File: src/rtl/vq6_elem_sel_if.sv
// Sample/ranking input bundle and element-select/state output bundle for vq6_elem_sel.
interface vq6_elem_sel_if #(
    parameter int W = 8
);
    logic                in_vld;
    logic                in_rdy;
    logic [2:0]          code;
    logic [2:0]          ad0, ad1, ad2, ad3, ad4, ad5;
    logic [5:0]          sel;
    logic                sel_vld;
    logic signed [W-1:0] st0, st1, st2, st3, st4, st5;
    logic                err;

    modport master (
        output in_vld, code, ad0, ad1, ad2, ad3, ad4, ad5,
        input  in_rdy, sel, sel_vld, st0, st1, st2, st3, st4, st5, err
    );

    modport slave (
        input  in_vld, code, ad0, ad1, ad2, ad3, ad4, ad5,
        output in_rdy, sel, sel_vld, st0, st1, st2, st3, st4, st5, err
    );
endinterface

File: src/rtl/vq6_elem_sel.sv
// 6-element VQ DAC element selector + mismatch-shaping state; 7-cycle latency, one sample per 8 cycles,
// in_rdy low while busy. Define VQ6_SAT_EN to saturate element states instead of wrapping.
module vq6_elem_sel #(
    parameter int W = 8
) (
    input  logic          clk,
    input  logic          rst,
    vq6_elem_sel_if.slave bus
);
    typedef enum logic [1:0] {IDLE, SCAN, UPD} state_t;

    state_t              state_q, state_d;
    logic [2:0]          k_q, k_d;
    logic [2:0]          code_q, code_d;
    logic [2:0]          ad_q [6];
    logic [2:0]          ad_d [6];
    logic [5:0]          work_q, work_d;
    logic                bad_q, bad_d;
    logic [5:0]          sel_q, sel_d;
    logic                sel_vld_q, sel_vld_d;
    logic signed [W-1:0] st_q [6];
    logic signed [W-1:0] st_d [6];
    logic                err_q, err_d;

    logic [2:0]          ad_in [6];
    logic [5:0]          seen;
    logic [2:0]          ad_k;

`ifdef VQ6_SAT_EN
    localparam int WE = W + 2;
    localparam logic signed [W+1:0] ST_MAX = WE'((2 ** (W - 1)) - 1);
    localparam logic signed [W+1:0] ST_MIN = WE'(-(2 ** (W - 1)));
    logic signed [W+1:0] nxt;
`endif

    assign ad_in[0] = bus.ad0;
    assign ad_in[1] = bus.ad1;
    assign ad_in[2] = bus.ad2;
    assign ad_in[3] = bus.ad3;
    assign ad_in[4] = bus.ad4;
    assign ad_in[5] = bus.ad5;

    // A ranking is a permutation exactly when every address 0..5 shows up.
    always_comb begin
        seen = '0;
        for (int r = 0; r < 6; r++) begin
            for (int j = 0; j < 6; j++) begin
                if (ad_in[r] == 3'(j)) seen[j] = 1'b1;
            end
        end
    end

    always_comb begin
        ad_k = '0;
        for (int r = 0; r < 6; r++) begin
            if (k_q == 3'(r)) ad_k = ad_q[r];
        end
    end

    always_comb begin
        state_d   = state_q;
        k_d       = k_q;
        code_d    = code_q;
        ad_d      = ad_q;
        work_d    = work_q;
        bad_d     = bad_q;
        sel_d     = sel_q;
        sel_vld_d = 1'b0;
        st_d      = st_q;
        err_d     = err_q;
`ifdef VQ6_SAT_EN
        nxt       = '0;
`endif
        case (state_q)
            IDLE: begin
                if (bus.in_vld) begin
                    code_d  = (bus.code > 3'd6) ? 3'd6 : bus.code;
                    ad_d    = ad_in;
                    work_d  = '0;
                    k_d     = '0;
                    bad_d   = (bus.code > 3'd6) || !(&seen);
                    state_d = SCAN;
                end
            end
            SCAN: begin
                // Out-of-range addresses match no element; duplicates just re-set a bit.
                if (k_q < code_q) begin
                    for (int j = 0; j < 6; j++) begin
                        if (ad_k == 3'(j)) work_d[j] = 1'b1;
                    end
                end
                k_d = k_q + 3'd1;
                if (k_q == 3'd5) state_d = UPD;
            end
            UPD: begin
                sel_d     = work_q;
                sel_vld_d = 1'b1;
                for (int i = 0; i < 6; i++) begin
`ifdef VQ6_SAT_EN
                    nxt = {{2{st_q[i][W-1]}}, st_q[i]} + WE'(code_q)
                          - (work_q[i] ? WE'(6) : WE'(0));
                    if (nxt > ST_MAX)      st_d[i] = ST_MAX[W-1:0];
                    else if (nxt < ST_MIN) st_d[i] = ST_MIN[W-1:0];
                    else                   st_d[i] = nxt[W-1:0];
`else
                    st_d[i] = st_q[i] + W'(code_q) - (work_q[i] ? W'(6) : W'(0));
`endif
                end
                if (bad_q) err_d = 1'b1;
                state_d = IDLE;
            end
            default: state_d = IDLE;
        endcase
    end

    always_ff @(posedge clk or posedge rst) begin
        if (rst) begin
            state_q   <= IDLE;
            k_q       <= '0;
            code_q    <= '0;
            ad_q      <= '{default: '0};
            work_q    <= '0;
            bad_q     <= 1'b0;
            sel_q     <= '0;
            sel_vld_q <= 1'b0;
            st_q      <= '{default: '0};
            err_q     <= 1'b0;
        end else begin
            state_q   <= state_d;
            k_q       <= k_d;
            code_q    <= code_d;
            ad_q      <= ad_d;
            work_q    <= work_d;
            bad_q     <= bad_d;
            sel_q     <= sel_d;
            sel_vld_q <= sel_vld_d;
            st_q      <= st_d;
            err_q     <= err_d;
        end
    end

    assign bus.in_rdy  = (state_q == IDLE);
    assign bus.sel     = sel_q;
    assign bus.sel_vld = sel_vld_q;
    assign bus.st0     = st_q[0];
    assign bus.st1     = st_q[1];
    assign bus.st2     = st_q[2];
    assign bus.st3     = st_q[3];
    assign bus.st4     = st_q[4];
    assign bus.st5     = st_q[5];
    assign bus.err     = err_q;
endmodule

File: src/flat_wrapper.sv
// flat-port wrapper written by rule: the top's interface ports become plain ports
module vq6_elem_sel_flat 
#(
    parameter int W = 8
)
  (clk, rst, bus_in_vld, bus_code, bus_ad0, bus_ad1, bus_ad2, bus_ad3, bus_ad4, bus_ad5, bus_in_rdy, bus_sel, bus_sel_vld, bus_st0, bus_st1, bus_st2, bus_st3, bus_st4, bus_st5, bus_err);
  vq6_elem_sel_if #(.W(W)) bus_i ();
  input  logic clk;
  input  logic rst;
  input wire logic [$bits(bus_i.in_vld)-1:0] bus_in_vld;
  input wire logic [$bits(bus_i.code)-1:0] bus_code;
  input wire logic [$bits(bus_i.ad0)-1:0] bus_ad0;
  input wire logic [$bits(bus_i.ad1)-1:0] bus_ad1;
  input wire logic [$bits(bus_i.ad2)-1:0] bus_ad2;
  input wire logic [$bits(bus_i.ad3)-1:0] bus_ad3;
  input wire logic [$bits(bus_i.ad4)-1:0] bus_ad4;
  input wire logic [$bits(bus_i.ad5)-1:0] bus_ad5;
  output wire logic [$bits(bus_i.in_rdy)-1:0] bus_in_rdy;
  output wire logic [$bits(bus_i.sel)-1:0] bus_sel;
  output wire logic [$bits(bus_i.sel_vld)-1:0] bus_sel_vld;
  output wire logic [$bits(bus_i.st0)-1:0] bus_st0;
  output wire logic [$bits(bus_i.st1)-1:0] bus_st1;
  output wire logic [$bits(bus_i.st2)-1:0] bus_st2;
  output wire logic [$bits(bus_i.st3)-1:0] bus_st3;
  output wire logic [$bits(bus_i.st4)-1:0] bus_st4;
  output wire logic [$bits(bus_i.st5)-1:0] bus_st5;
  output wire logic [$bits(bus_i.err)-1:0] bus_err;
  assign bus_i.in_vld = bus_in_vld;
  assign bus_i.code = bus_code;
  assign bus_i.ad0 = bus_ad0;
  assign bus_i.ad1 = bus_ad1;
  assign bus_i.ad2 = bus_ad2;
  assign bus_i.ad3 = bus_ad3;
  assign bus_i.ad4 = bus_ad4;
  assign bus_i.ad5 = bus_ad5;
  assign bus_in_rdy = bus_i.in_rdy;
  assign bus_sel = bus_i.sel;
  assign bus_sel_vld = bus_i.sel_vld;
  assign bus_st0 = bus_i.st0;
  assign bus_st1 = bus_i.st1;
  assign bus_st2 = bus_i.st2;
  assign bus_st3 = bus_i.st3;
  assign bus_st4 = bus_i.st4;
  assign bus_st5 = bus_i.st5;
  assign bus_err = bus_i.err;
  vq6_elem_sel #(.W(W)) u_core (.clk(clk), .rst(rst), .bus(bus_i));
endmodule
File: config.mk
export PLATFORM = sky130hd
export DESIGN_NAME = vq6_elem_sel_flat
export DESIGN_NICKNAME = d
export VERILOG_FILES = /design/src/rtl/vq6_elem_sel_if.sv /design/src/rtl/vq6_elem_sel.sv /design/src/flat_wrapper.sv
export SDC_FILE = /design/constraint.sdc
export NUM_CORES = 1
export LEC_CHECK = 0
export ABC_AREA = 1
export CORE_ASPECT_RATIO = 1.4
export CORE_UTILIZATION = 62
export CTS_BUF_LIST = sky130_fd_sc_hd__clkbuf_8
export CTS_CLUSTER_SIZE = 10
export DETAILED_ROUTE_END_ITERATION = 16
export PLACE_DENSITY = 0.86
export SLEW_MARGIN = 20
export SYNTH_ARGS = -nofsm -noshare
export SYNTH_HDL_FRONTEND = slang
export SYNTH_SLANG_ARGS = --single-unit
File: constraint.sdc
create_clock -name clk -period 5.6 [get_ports clk]
set_input_delay 1.12 -clock clk [delete_from_list [all_inputs] [get_ports clk]]
set_output_delay 1.12 -clock clk [all_outputs]
set_load 0.01 [all_outputs]
==> flow_summary.toml <==
[drt]
firstDrtPassIters = 11
ant_nets = 0
drc_errors = 10
drt-wirelength-per-cell_um = 13.5
wirelength_mm = 12.8
first_iter_violations = 292
vias = 5197
vias_per_cell = 5.50

[logic_synthesis]
ys_top_cells_by_area = "dfrtp_1, nand2_1, ha_1"
synth_compound_area_frac = 0.128
syn-num-nets = 844
synthCells = 759
synth_top_family_by_area = "simple AND/OR/NAND/NOR gates"
ys_seq_area_frac = 0.382
yosys.area.top_type = "dfrtp_1"
synth_area_sq_um = 5840
synthXorXnorAreaFrac = 0.0270
syn_area_per_cell_sq_um = 7.69
yosysUniqueCellTypes = 32
synth_top_cell_area_share = 0.382
yosys_warnings = 0
synth_seq_cells = 89
synth_simple_gate_area_frac = 0.215
synthAdderAreaFrac = 0.146
muxShareOfSynthArea = 0

[critical_path]
critPathKind = "reg2out"
crit_arrival_ps = 1600
r2r.worst_path.cells = 5
crit_chain = "nor2_1 -> clkdlybuf4s50_1"
crit_path_max_fanout = 3
timing.rr.end = "u_core.bus.st2[7]$_DFFE_PP0P_"
crit_buf_inv = 1
path_delay_family = "buffers and inverters"
cp-start-kind = "flip-flop"
slowest_stage = "clkdlybuf4s50_1"
timing.rr.start = "u_core.state_q[0]$_DFFE_PP0P_"
endpoint_kind = "output port"
cpPeakStageDelay_ps = 590
crit_required_ps = 4480
rrSetupSlack_ps = 2890

[layout]
layout_commonest_cell = "nand2_1"
final-seq-area_sq_um = 2230
multi_input_area_sq_um = 3030
layout_common_cells = "nand2_1, inv_1, dfrtp_1"
fillers = 667
antenna_cells = 0
layout.nets = 920
drive_gt1_frac = 0.0394
synthToLayoutAreaGrowth_pct = 17.9
final_util = 0.758

[placement]
hpwl_mm = 9.75
place.gp.congestion = 0.935
portBuffers = 80

[cts]
clk_pin_slew_ps = 80
cts_tree = "done"
htreeDepth = 3
clock-sinks = 89
ctsRootBufferMaster = "clkbuf_8"
cts_setup_buffers = 0
cts_hold_buf = 0
insertion_delay_ps = 360
cts_buffer_depth = 2
cts_resized = 0
cts_buffers = 9

[die]
core_area_sq_um = 9080
fp.dieArea_sq_um = 9810
die_h_um = 117
start_util = 0.643
die_w_um = 84
io_pins = 81
row_count = 41

[power_and_ir_drop]
ir_worst_vdd_mv = 0.320
leakage_nw = 3.54
power_density_nw_per_um2 = 715

[sta]
fin_setup_tns_ps = 0
tightest_slew_ps = 1080
period_minus_slack_ps = 2720
fin_worst_skew_ps = 6.77
fmax_mhz = 368
setup_viol = 0
slew_violations = 0
hold_viol = 0
period_share = 0.485
rsz0062_at_grt = "no"
relSlewSlack = 0.279

[run]
max_cap_violations = 0

[global_routing]
grtUsageTotal = 0.283
antenna_found_initial = 0
grt_pass1_wl_mm = 22.1
first_global_vias = 5073
grt_max_degree = 61
grt_overflow = 0

[hold_path]
hp-start = "u_core.bus.err$_DFFE_PP0P_"
hold_end = "u_core.bus.err$_DFFE_PP0P_"
holdPathStages = 1
min_path_type = "reg2reg"

[status]
failed_checks = "DRC"
status = "complete, but fails checks"
[worst max path at each step]
stage	startpoint	endpoint	slack, ps	depth (start not counted)
global route	u_core.state_q[0]$_DFFE_PP0P_	u_core.bus.st2[7]$_DFFE_PP0P_	2660	5
detailed placement	bus_in_vld	u_core.k_q[2]$_DFFE_PP0P_	2290	6
floorplan	rst	u_core.ad_q[0]$_DFFE_PP0P_	2170	1
global placement	bus_in_vld	u_core.k_q[1]$_DFFE_PP0P_	2380	6
CTS	bus_in_vld	u_core.k_q[2]$_DFFE_PP0P_	2660	6
finish	u_core.state_q[0]$_DFFE_PP0P_	bus_in_rdy	2880	2
[metal layers]
| metal | GRT usage | vias to the layer above | wire (um) |
|---|---|---|---|
| met5 | 0 | - | 0 |
| met4 | 0.128 | 0 | 386 |
| met3 | 0.0456 | 37 | 434 |
| met2 | 0.537 | 129 | 6840 |
| met1 | 0.315 | 2439 | 5140 |
| li1 | - | 2592 | - |
[worst register-to-register path, stage by stage (launching register included)]
cell	delay [ps]
dfrtp_1	420
nor2_4	840
inv_2	710
a21oi_1	330
o21ai_0	150
xnor2_1	150
[power by group]
group	internal [mW]	switching, mW
logic	1.42	1.90
registers	0.949	0.270
clock network	0.176	0.210
[logic make-up (layout without fill, tap and decap cells)]
kind of cell | after synthesis | count (layout)
simple gates | 301 | 301
buf+inv | 155 | 234
compound gates | 135 | 135
flops | 89 | 89
fa+ha+maj | 61 | 61
xor+xnor | 18 | 18
[through the flow]
step | hold WS (ps) | power (mW) | setup WS, ps | std cells | cell area, sq um
after CTS | 474 | 4.92 | 2660 | 945 | 6880
after global routing | 505 | 5.47 | 2660 | 945 | 6880
final | 467 | 4.92 | 2880 | 945 | 6880
after floorplan | 444 | 3.52 | 2170 | 759 | 5840
after global placement | 450 | 4.31 | 2380 | 931 | 6720
after detailed placement | 450 | 4.52 | 2290 | 931 | 6720
[cell usage after synthesis (all sizes together)]
cell      n
clkbuf    5
ha       49
dfrtp    89
a31oi     6
buf      11
o221ai    3
xnor2     6
o21ai    62
o31ai     1
a21oi    44
nand3b    1
o22ai    16
nand3    49
fa       12
o211ai    1
a21boi    1
inv     139
nand2   195
nand4     3
nor3     12
a21o      1
nor2     41
xor2     12
[state kept, by name (all words and copies together), names as in the netlist, 2 cells and up]
name	cells
u_core.ad_q	18
u_core.bus.sel	6
u_core.bus.st0	8
u_core.bus.st1	8
u_core.bus.st2	8
u_core.bus.st3	8
u_core.bus.st4	8
u_core.bus.st5	8
u_core.code_q	3
u_core.k_q	3
u_core.state_q	2
u_core.work_q	6
[area by class of cell]
type / instances / area share
clock inverters: 3 / 0.00164
well taps: 107 / 0.0195
flip-flops and latches: 89 / 0.324
inverters: 139 / 0.0760
clock buffers: 11 / 0.0220
repair buffers: 81 / 0.117
multi-input cells: 515 / 0.440
Power figures use the tool's default switching activity.
